`src/rtl/mem_loader.sv`:
```
// Stream-to-SRAM write engine: takes a valid/ready word stream and writes it to consecutive
// addresses of either the vector or the matrix operand memory, with registered write ports.
module mem_loader #(
   parameter int unsigned VEC_ADDRW = 8,
   parameter int unsigned MAT_ADDRW = 9,
   parameter int unsigned VEC_SIZEW = VEC_ADDRW + 1,
   parameter int unsigned MAT_SIZEW = MAT_ADDRW + 1,
   parameter int unsigned DATAW     = 64
) (
   input  logic                 clk,
   input  logic                 rst,
   input  logic                 start,
   input  logic                 sel,
   input  logic [MAT_ADDRW-1:0] start_addr,
   input  logic [MAT_SIZEW-1:0] num_words,
   input  logic [DATAW-1:0]     s_data,
   input  logic                 s_valid,
   output logic                 s_ready,
   output logic [VEC_ADDRW-1:0] vec_waddr,
   output logic [DATAW-1:0]     vec_wdata,
   output logic                 vec_wen,
   output logic [MAT_ADDRW-1:0] mat_waddr,
   output logic [DATAW-1:0]     mat_wdata,
   output logic                 mat_wen,
   output logic                 busy,
   output logic                 done
);

   localparam logic [1:0] StIdle = 2'd0;
   localparam logic [1:0] StLoad = 2'd1;
   localparam logic [1:0] StDone = 2'd2;

   logic [1:0]           state_q, state_d;
   logic                 sel_q, sel_d;
   logic [MAT_ADDRW-1:0] base_q, base_d;
   logic [MAT_SIZEW-1:0] len_q, len_d;
   logic [MAT_SIZEW-1:0] cnt_q, cnt_d;

   logic                 vec_wen_q, vec_wen_d;
   logic [VEC_ADDRW-1:0] vec_waddr_q, vec_waddr_d;
   logic [DATAW-1:0]     vec_wdata_q, vec_wdata_d;
   logic                 mat_wen_q, mat_wen_d;
   logic [MAT_ADDRW-1:0] mat_waddr_q, mat_waddr_d;
   logic [DATAW-1:0]     mat_wdata_q, mat_wdata_d;

   // Offsets wrap silently at the width of the selected memory.
   logic [MAT_ADDRW-1:0] mat_addr;
   logic [VEC_ADDRW-1:0] vec_addr;

   assign mat_addr = base_q + cnt_q[MAT_ADDRW-1:0];
   assign vec_addr = base_q[VEC_ADDRW-1:0] + cnt_q[VEC_ADDRW-1:0];

   always_comb begin
      state_d     = state_q;
      sel_d       = sel_q;
      base_d      = base_q;
      len_d       = len_q;
      cnt_d       = cnt_q;
      vec_wen_d   = 1'b0;
      vec_waddr_d = vec_waddr_q;
      vec_wdata_d = vec_wdata_q;
      mat_wen_d   = 1'b0;
      mat_waddr_d = mat_waddr_q;
      mat_wdata_d = mat_wdata_q;

      case (state_q)
         StIdle: begin
            if (start) begin
               sel_d   = sel;
               base_d  = start_addr;
               len_d   = num_words;
               cnt_d   = '0;
               state_d = (num_words == '0) ? StDone : StLoad;
            end
         end
         StLoad: begin
            if (s_valid) begin
               cnt_d = cnt_q + MAT_SIZEW'(1);
               if (sel_q) begin
                  mat_wen_d   = 1'b1;
                  mat_waddr_d = mat_addr;
                  mat_wdata_d = s_data;
               end else begin
                  vec_wen_d   = 1'b1;
                  vec_waddr_d = vec_addr;
                  vec_wdata_d = s_data;
               end
               if (cnt_d == len_q) begin
                  state_d = StDone;
               end
            end
         end
         StDone: begin
            state_d = StIdle;
         end
         default: begin
            state_d = StIdle;
         end
      endcase
   end

   always_ff @(posedge clk) begin
      if (!rst) begin
         state_q     <= StIdle;
         sel_q       <= 1'b0;
         base_q      <= '0;
         len_q       <= '0;
         cnt_q       <= '0;
         vec_wen_q   <= 1'b0;
         vec_waddr_q <= '0;
         vec_wdata_q <= '0;
         mat_wen_q   <= 1'b0;
         mat_waddr_q <= '0;
         mat_wdata_q <= '0;
      end else begin
         state_q     <= state_d;
         sel_q       <= sel_d;
         base_q      <= base_d;
         len_q       <= len_d;
         cnt_q       <= cnt_d;
         vec_wen_q   <= vec_wen_d;
         vec_waddr_q <= vec_waddr_d;
         vec_wdata_q <= vec_wdata_d;
         mat_wen_q   <= mat_wen_d;
         mat_waddr_q <= mat_waddr_d;
         mat_wdata_q <= mat_wdata_d;
      end
   end

   assign vec_wen   = vec_wen_q;
   assign vec_waddr = vec_waddr_q;
   assign vec_wdata = vec_wdata_q;
   assign mat_wen   = mat_wen_q;
   assign mat_waddr = mat_waddr_q;
   assign mat_wdata = mat_wdata_q;

   // The final write and done share a cycle because DONE follows the last accepted beat.
   assign s_ready = (state_q == StLoad);
   assign busy    = (state_q != StIdle);
   assign done    = (state_q == StDone);

endmodule

```
`config.mk`:
```
export PLATFORM = sky130hd
export DESIGN_NAME = mem_loader
export DESIGN_NICKNAME = d
export VERILOG_FILES = /design/src/rtl/mem_loader.sv
export SDC_FILE = /design/constraint.sdc
export NUM_CORES = 1
export LEC_CHECK = 0
export ABC_AREA = 0
export CORE_MARGIN = 2
export CORE_UTILIZATION = 30
export DETAILED_ROUTE_END_ITERATION = 10
export SETUP_SLACK_MARGIN = 0.05
export SYNTH_ARGS = -nofsm -noshare
export SYNTH_HDL_FRONTEND = slang
export SYNTH_SLANG_ARGS = --single-unit
export TNS_END_PERCENT = 10
```
`constraint.sdc`:
```
create_clock -name clk -period 3.1 [get_ports clk]
set_input_delay 0.775 -clock clk [delete_from_list [all_inputs] [get_ports clk]]
set_output_delay 0.775 -clock clk [all_outputs]
set_load 0.05 [all_outputs]
```
== After elaboration in Yosys (flattened, before gate mapping) ==
Cells that the tools add are included.
Storage, ports and cells
  output and inout bits: 150
  register bits after elaboration: 179
  word-level logic and storage cells: 41
  input bits: 88
Cells by class
  $add $sub $neg: 3
  bitwise operators: 1
  multiplexer cells: 10
  equality and inequality tests: 6
  reductions and logical operators: 10
Operators by type and width (number)
  $mux W10: 2
  $pmux W10 S2: 1
  $reduce_and A3 Y1: 5
  $add A10 B1 Y10 const B: 1
  $eq A10 B10 Y1: 1
  $logic_not A10 Y1: 1
  $add A9 B9 Y9: 1
  $add A8 B8 Y8: 1
  $mux W2: 4
  $ne A2 B2 Y1 const B: 2
  $pmux W2 S2: 1
  $reduce_bool A2 Y1: 2
  $eq A2 B1 Y1 const B: 1
  $eq A2 B2 Y1 const B: 1
  $logic_not A2 Y1: 1
  $mux W1: 2
  $ne A2 B1 Y1 const B: 1
  $reduce_and A2 Y1: 1
  $not A1 Y1: 1

== Logic depth before layout (Yosys ltp) ==
  depth after elaboration: 5
  mapped depth: 9
  mapped depth without buffers: 9

== Worst setup path after synthesis ==
No wires, ideal clock.
  path type: register to register
  from: register cnt_q[0]
  to: register mat_waddr_q[8], in the netlist mat_waddr[8]
  buffers on the path: 0
  path slack: 1123 ps
  required time: 3014 ps
  setup time: 86 ps
  stages on the path, launching flop included: 10
  period minus slack after synthesis: 1977 ps
  data arrival time: 1891 ps
  cells stage by stage: dfxtp_1 -> ha_1 -> inv_1 -> fa_1 -> nor2b_1 -> o21a_1 -> o21a_1 -> nor2_1 -> or2_2 -> a211oi_1
Between the ends
  cells in the longest elaborated chain, start to end: 1
Ends and longest elaborated chain
  start, declared: RTL line 37  | logic [MAT_SIZEW-1:0] cnt_q, cnt_d;
  start signal, assigned: RTL line 120  | cnt_q <= cnt_d;
  $add A9 B9 Y9: RTL line 50  | assign mat_addr = base_q + cnt_q[MAT_ADDRW-1:0];
  end signal, assigned: RTL line 125  | mat_waddr_q <= mat_waddr_d;
  end, declared: RTL line 43  | logic [MAT_ADDRW-1:0] mat_waddr_q, mat_waddr_d;
No other way between the ends.
A chain may end at the register's enable or synchronous reset.

== Worst setup path after layout ==
  from: register state_q[0]
  to: output s_ready
Between the ends
  cells in the longest elaborated chain, start to end: 1
Ends and longest elaborated chain
  start, declared: RTL line 33  | logic [1:0] state_q, state_d;
  start signal, assigned: RTL line 104  | state_q <= StIdle;
  start signal, assigned: RTL line 116  | state_q <= state_d;
  $eq A2 B1 Y1: RTL line 138  | assign s_ready = (state_q == StLoad);
  end, declared: RTL line 18  | output logic s_ready,
No other way between the ends.

==> parameters.txt <==
Parameter                              Value

Run status
  Run status    completed

Route
  Detailed-route via count    6,600
  DR iter-0 viols    385
  Average wire per standard cell    15.3 µm
  Antenna Nets Post-Route    0
  Pre-Repair DR Iteration Count    5
  Residual DRC    0
  Final Routed Wirelength    21,800 µm
  Via density    4.62

Layout
  Share of post-route cells with drive strength above 1    0.0497
  Total number of nets in the final design    about 1,200
  Number of antenna repair diodes    0
  Area growth syn-to-layout    43.6%
  Layout filler cell count    about 2,400

Logic synthesis
  Mapped cell area    approximately 7400 µm²
  Share of synthesized area occupied by flip-flops and latches    0.484
  Number of standard cells after synthesis    890
  Most numerous cell in the Yosys netlist    nand2_1
  Main flop type after synthesis    dfxtp_1
  Mapped Nets    988
  Synth Area per Inst    8.32 µm²
  Post-synthesis sequential element count    179
  Post-synth EDFFs    0
  Top area cells in the synthesized netlist    dfxtp_1 (48%), nand2_1 (17%), a21boi_0 (13%)
  Cell type with the highest aggregate area in the netlist    dfxtp_1
  Synth top area share    0.484
  Yosys cell types    49
  Share of flip-flops with an asynchronous set or reset    0
  Number of warnings reported in the yosys synthesis log    0
  Most used standard cells in the synthesized netlist    nand2_1 (330), dfxtp_1 (179), a21boi_0 (130)

Placed design
  GPL Wtd Cong    0.770
  Number of port buffers    237
  Dpl hpwl    14,800 µm

Critical path
  WP data arrival    2.03 ns
  Path type of the worst setup path    reg -> out
  Flop-to-flop setup slack    approximately 0.83 ns
  Kind of start point of the critical path    flip-flop
  Highest-delay cell along the critical path    clkdlybuf4s50_1
  Maximum fanout along the worst path    7
  Critical path, cell by cell    nor2b_1 > clkdlybuf4s50_1
  Longest individual stage delay on the worst path    0.89 ns
  Required time reported for the critical path endpoint    2.32 ns
  Critical Path End Type    output port

GRT
  Antenna violations before repair    0
  Total Routing Usage GR    0.167
  Met3 routing resource usage after global routing    0.0372
  Met1 usage in global routing    0.224
  Via count of the first global-routing pass    6,052
  Layer with the highest usage    met2
  Sum of overflow across all layers after global routing    0
  Pin count of the biggest net entering global routing    78
  GR met2 Demand/Resource    0.267
  First-pass GRT wire length    34,300 µm

Timing
  Total Neg Setup Slack    0 ns
  Final Slew Violations    0
  Final setup violation count    0
  RSZ-0062 raised after global routing    no
  Fin Clk Skew    0.0137 ns
  Post-layout min period    2.81 ns
  Portion of the clock cycle consumed by the worst path in the final layout    0.906
  Hold Fails Final Rpt    0
  Maximum clock frequency    356 MHz
  Worst hold slack across all endpoints    0.453 ns
  Worst-case headroom to the max-slew limit    0.607
  Transition time of the tightest slew-check pin    0.588 ns

Power and ir drop
  Part of the total power dissipated in the clock network    0.402
  Post-route total power    0.00542 W
  Psw    about 0.0016 W
  Relative contribution of sequential cells to total power    0.448
  Power per Cell Area    510 nW/µm²
  Sw Share    0.290
  Gate power share    0.150
  Leakage    around 3.7 nW
  IR Drop Worst-Case VDD    ~0.00025 V
  Cell internal power dissipation    0.00385 W

Hold path
  Worst min-delay path class    reg -> reg

Clock tree
  CTS buffer count    17
  CTS Root Cell    clkbuf_16
  Worst-skew pair later-pin latency    between 0.4 and 0.5 ns
  Number of sinks handled by clock tree synthesis    about 180
  Number of levels the H-tree was split into    4
  Clock transition at the registers of the reported paths    0.07 ns
  Setup Buffers After CTS    0
  Maximum number of buffers from clock root to sink    2
  Number of buffers added to fix hold violations after cts    0
  Clock tree from TritonCTS    built
  Total of cells resized after clock tree synthesis    0

Die
  Number of top-level design ports    238
  Die Footprint    26,000 µm²
  Die Width    161 µm
  Die Ht    around 160 µm
  Std-Cell Core Area    24,200 µm²
  Starting density of the core    0.305
  Core Rows    57

Job
  Count of max-cap constraint violations    0
-- state kept, by name, indices dropped and copies added, names as in the netlist --
register   cells
base_q         9
cnt_q         10
len_q         10
mat_waddr      9
mat_wdata     64
mat_wen        1
sel_q          1
state_q        2
vec_waddr      8
vec_wdata     64
vec_wen        1
-- through the flow --
stage	instances	area (µm²)	utilization	setup slack, ns
2_1_floorplan	890	7400	-	1.12
3_3_place_gp	1399	10000	0.414	0.679
3_5_place_dp	1399	10000	0.414	0.657
4_1_cts	1430	10600	0.438	0.269
5_1_grt	1430	10600	0.438	0.179
6_report	1430	10600	0.438	0.291
-- logic make-up after synthesis --
kind of cell | Yosys count | synth area share
AOI/OAI and AO/OA | 207 | 0.204
xor gates and xnor gates | 18 | 0.0213
adders and majority gates | 10 | 0.0179
buffers and inverters | 72 | 0.0461
DFF | 179 | 0.484
muxes | 2 | 0.00287
and+or+nand+nor | 402 | 0.223
-- placed cells by master (no fill, tap or decap), drive strengths merged, types with 3 or more instances in the layout --
cell type	count
nand4	3
nor2	15
nand3	12
inv	13
nor3	7
a21boi	161
a211oi	3
or3	3
ha	9
o211ai	4
clkinv	6
xor2	9
clkdlybuf4s50	236
clkbuf	17
a21oi	12
nand2	330
and4	3
and3	4
o21a	3
xnor2	9
buf	14
nand2b	3
o21ai	14
and2	3
nor2b	9
dfxtp	179
-- metal layers --
| layer | wire (µm) | share of wire |
|---|---|---|
| met1 | 10200 | 0.47 |
| met3 | 1290 | 0.059 |
| met5 | 0 | 0 |
| met2 | 9950 | 0.46 |
| met4 | 361 | 0.017 |
-- path summary, 6_finish.rpt --
kind | start | to | depth (start not counted)
max | state_q[0] | s_ready | 2
max reg2reg | cnt_q[0] | mat_waddr[8] | 9
min reg2reg | mat_waddr[3] | mat_waddr[3] | 2
min | mat_waddr[3] | mat_waddr[3] | 2
-- worst max-delay path: cells and delay by family (launching register included) --
kind | cells | cell delay (ns)
buffers and inverters | 1 | 0.89
flip-flops | 1 | 0.34
AND/OR/NAND/NOR | 1 | 0.38
-- layout make-up --
type,instances,area [µm²],share of cell area
Clock inverter,14,168,0.0158
Sequential cell,179,3580,0.337
Timing Repair Buffer,250,2530,0.238
Inverter,7,26.3,0.00247
Clock buffer,17,425,0.0400
Multi-Input combinational cell,639,3490,0.329
Tap cell,324,405,0.0381
-- power groups by stage --
| stage | combinational (W) | sequential [W] | clock, W |
|---|---|---|---|
| 2_1_floorplan | 0.000274 | 0.00268 | 0 |
| 3_3_place_gp | 0.000817 | 0.00248 | 0 |
| 3_5_place_dp | 0.000818 | 0.00248 | 0 |
| 4_1_cts | 0.000821 | 0.00243 | 0.00225 |
| 5_1_grt | 0.000871 | 0.00244 | 0.00233 |
| 6_report | 0.000812 | 0.00243 | 0.00218 |
Note: power is estimated with default switching activity, not from simulation.
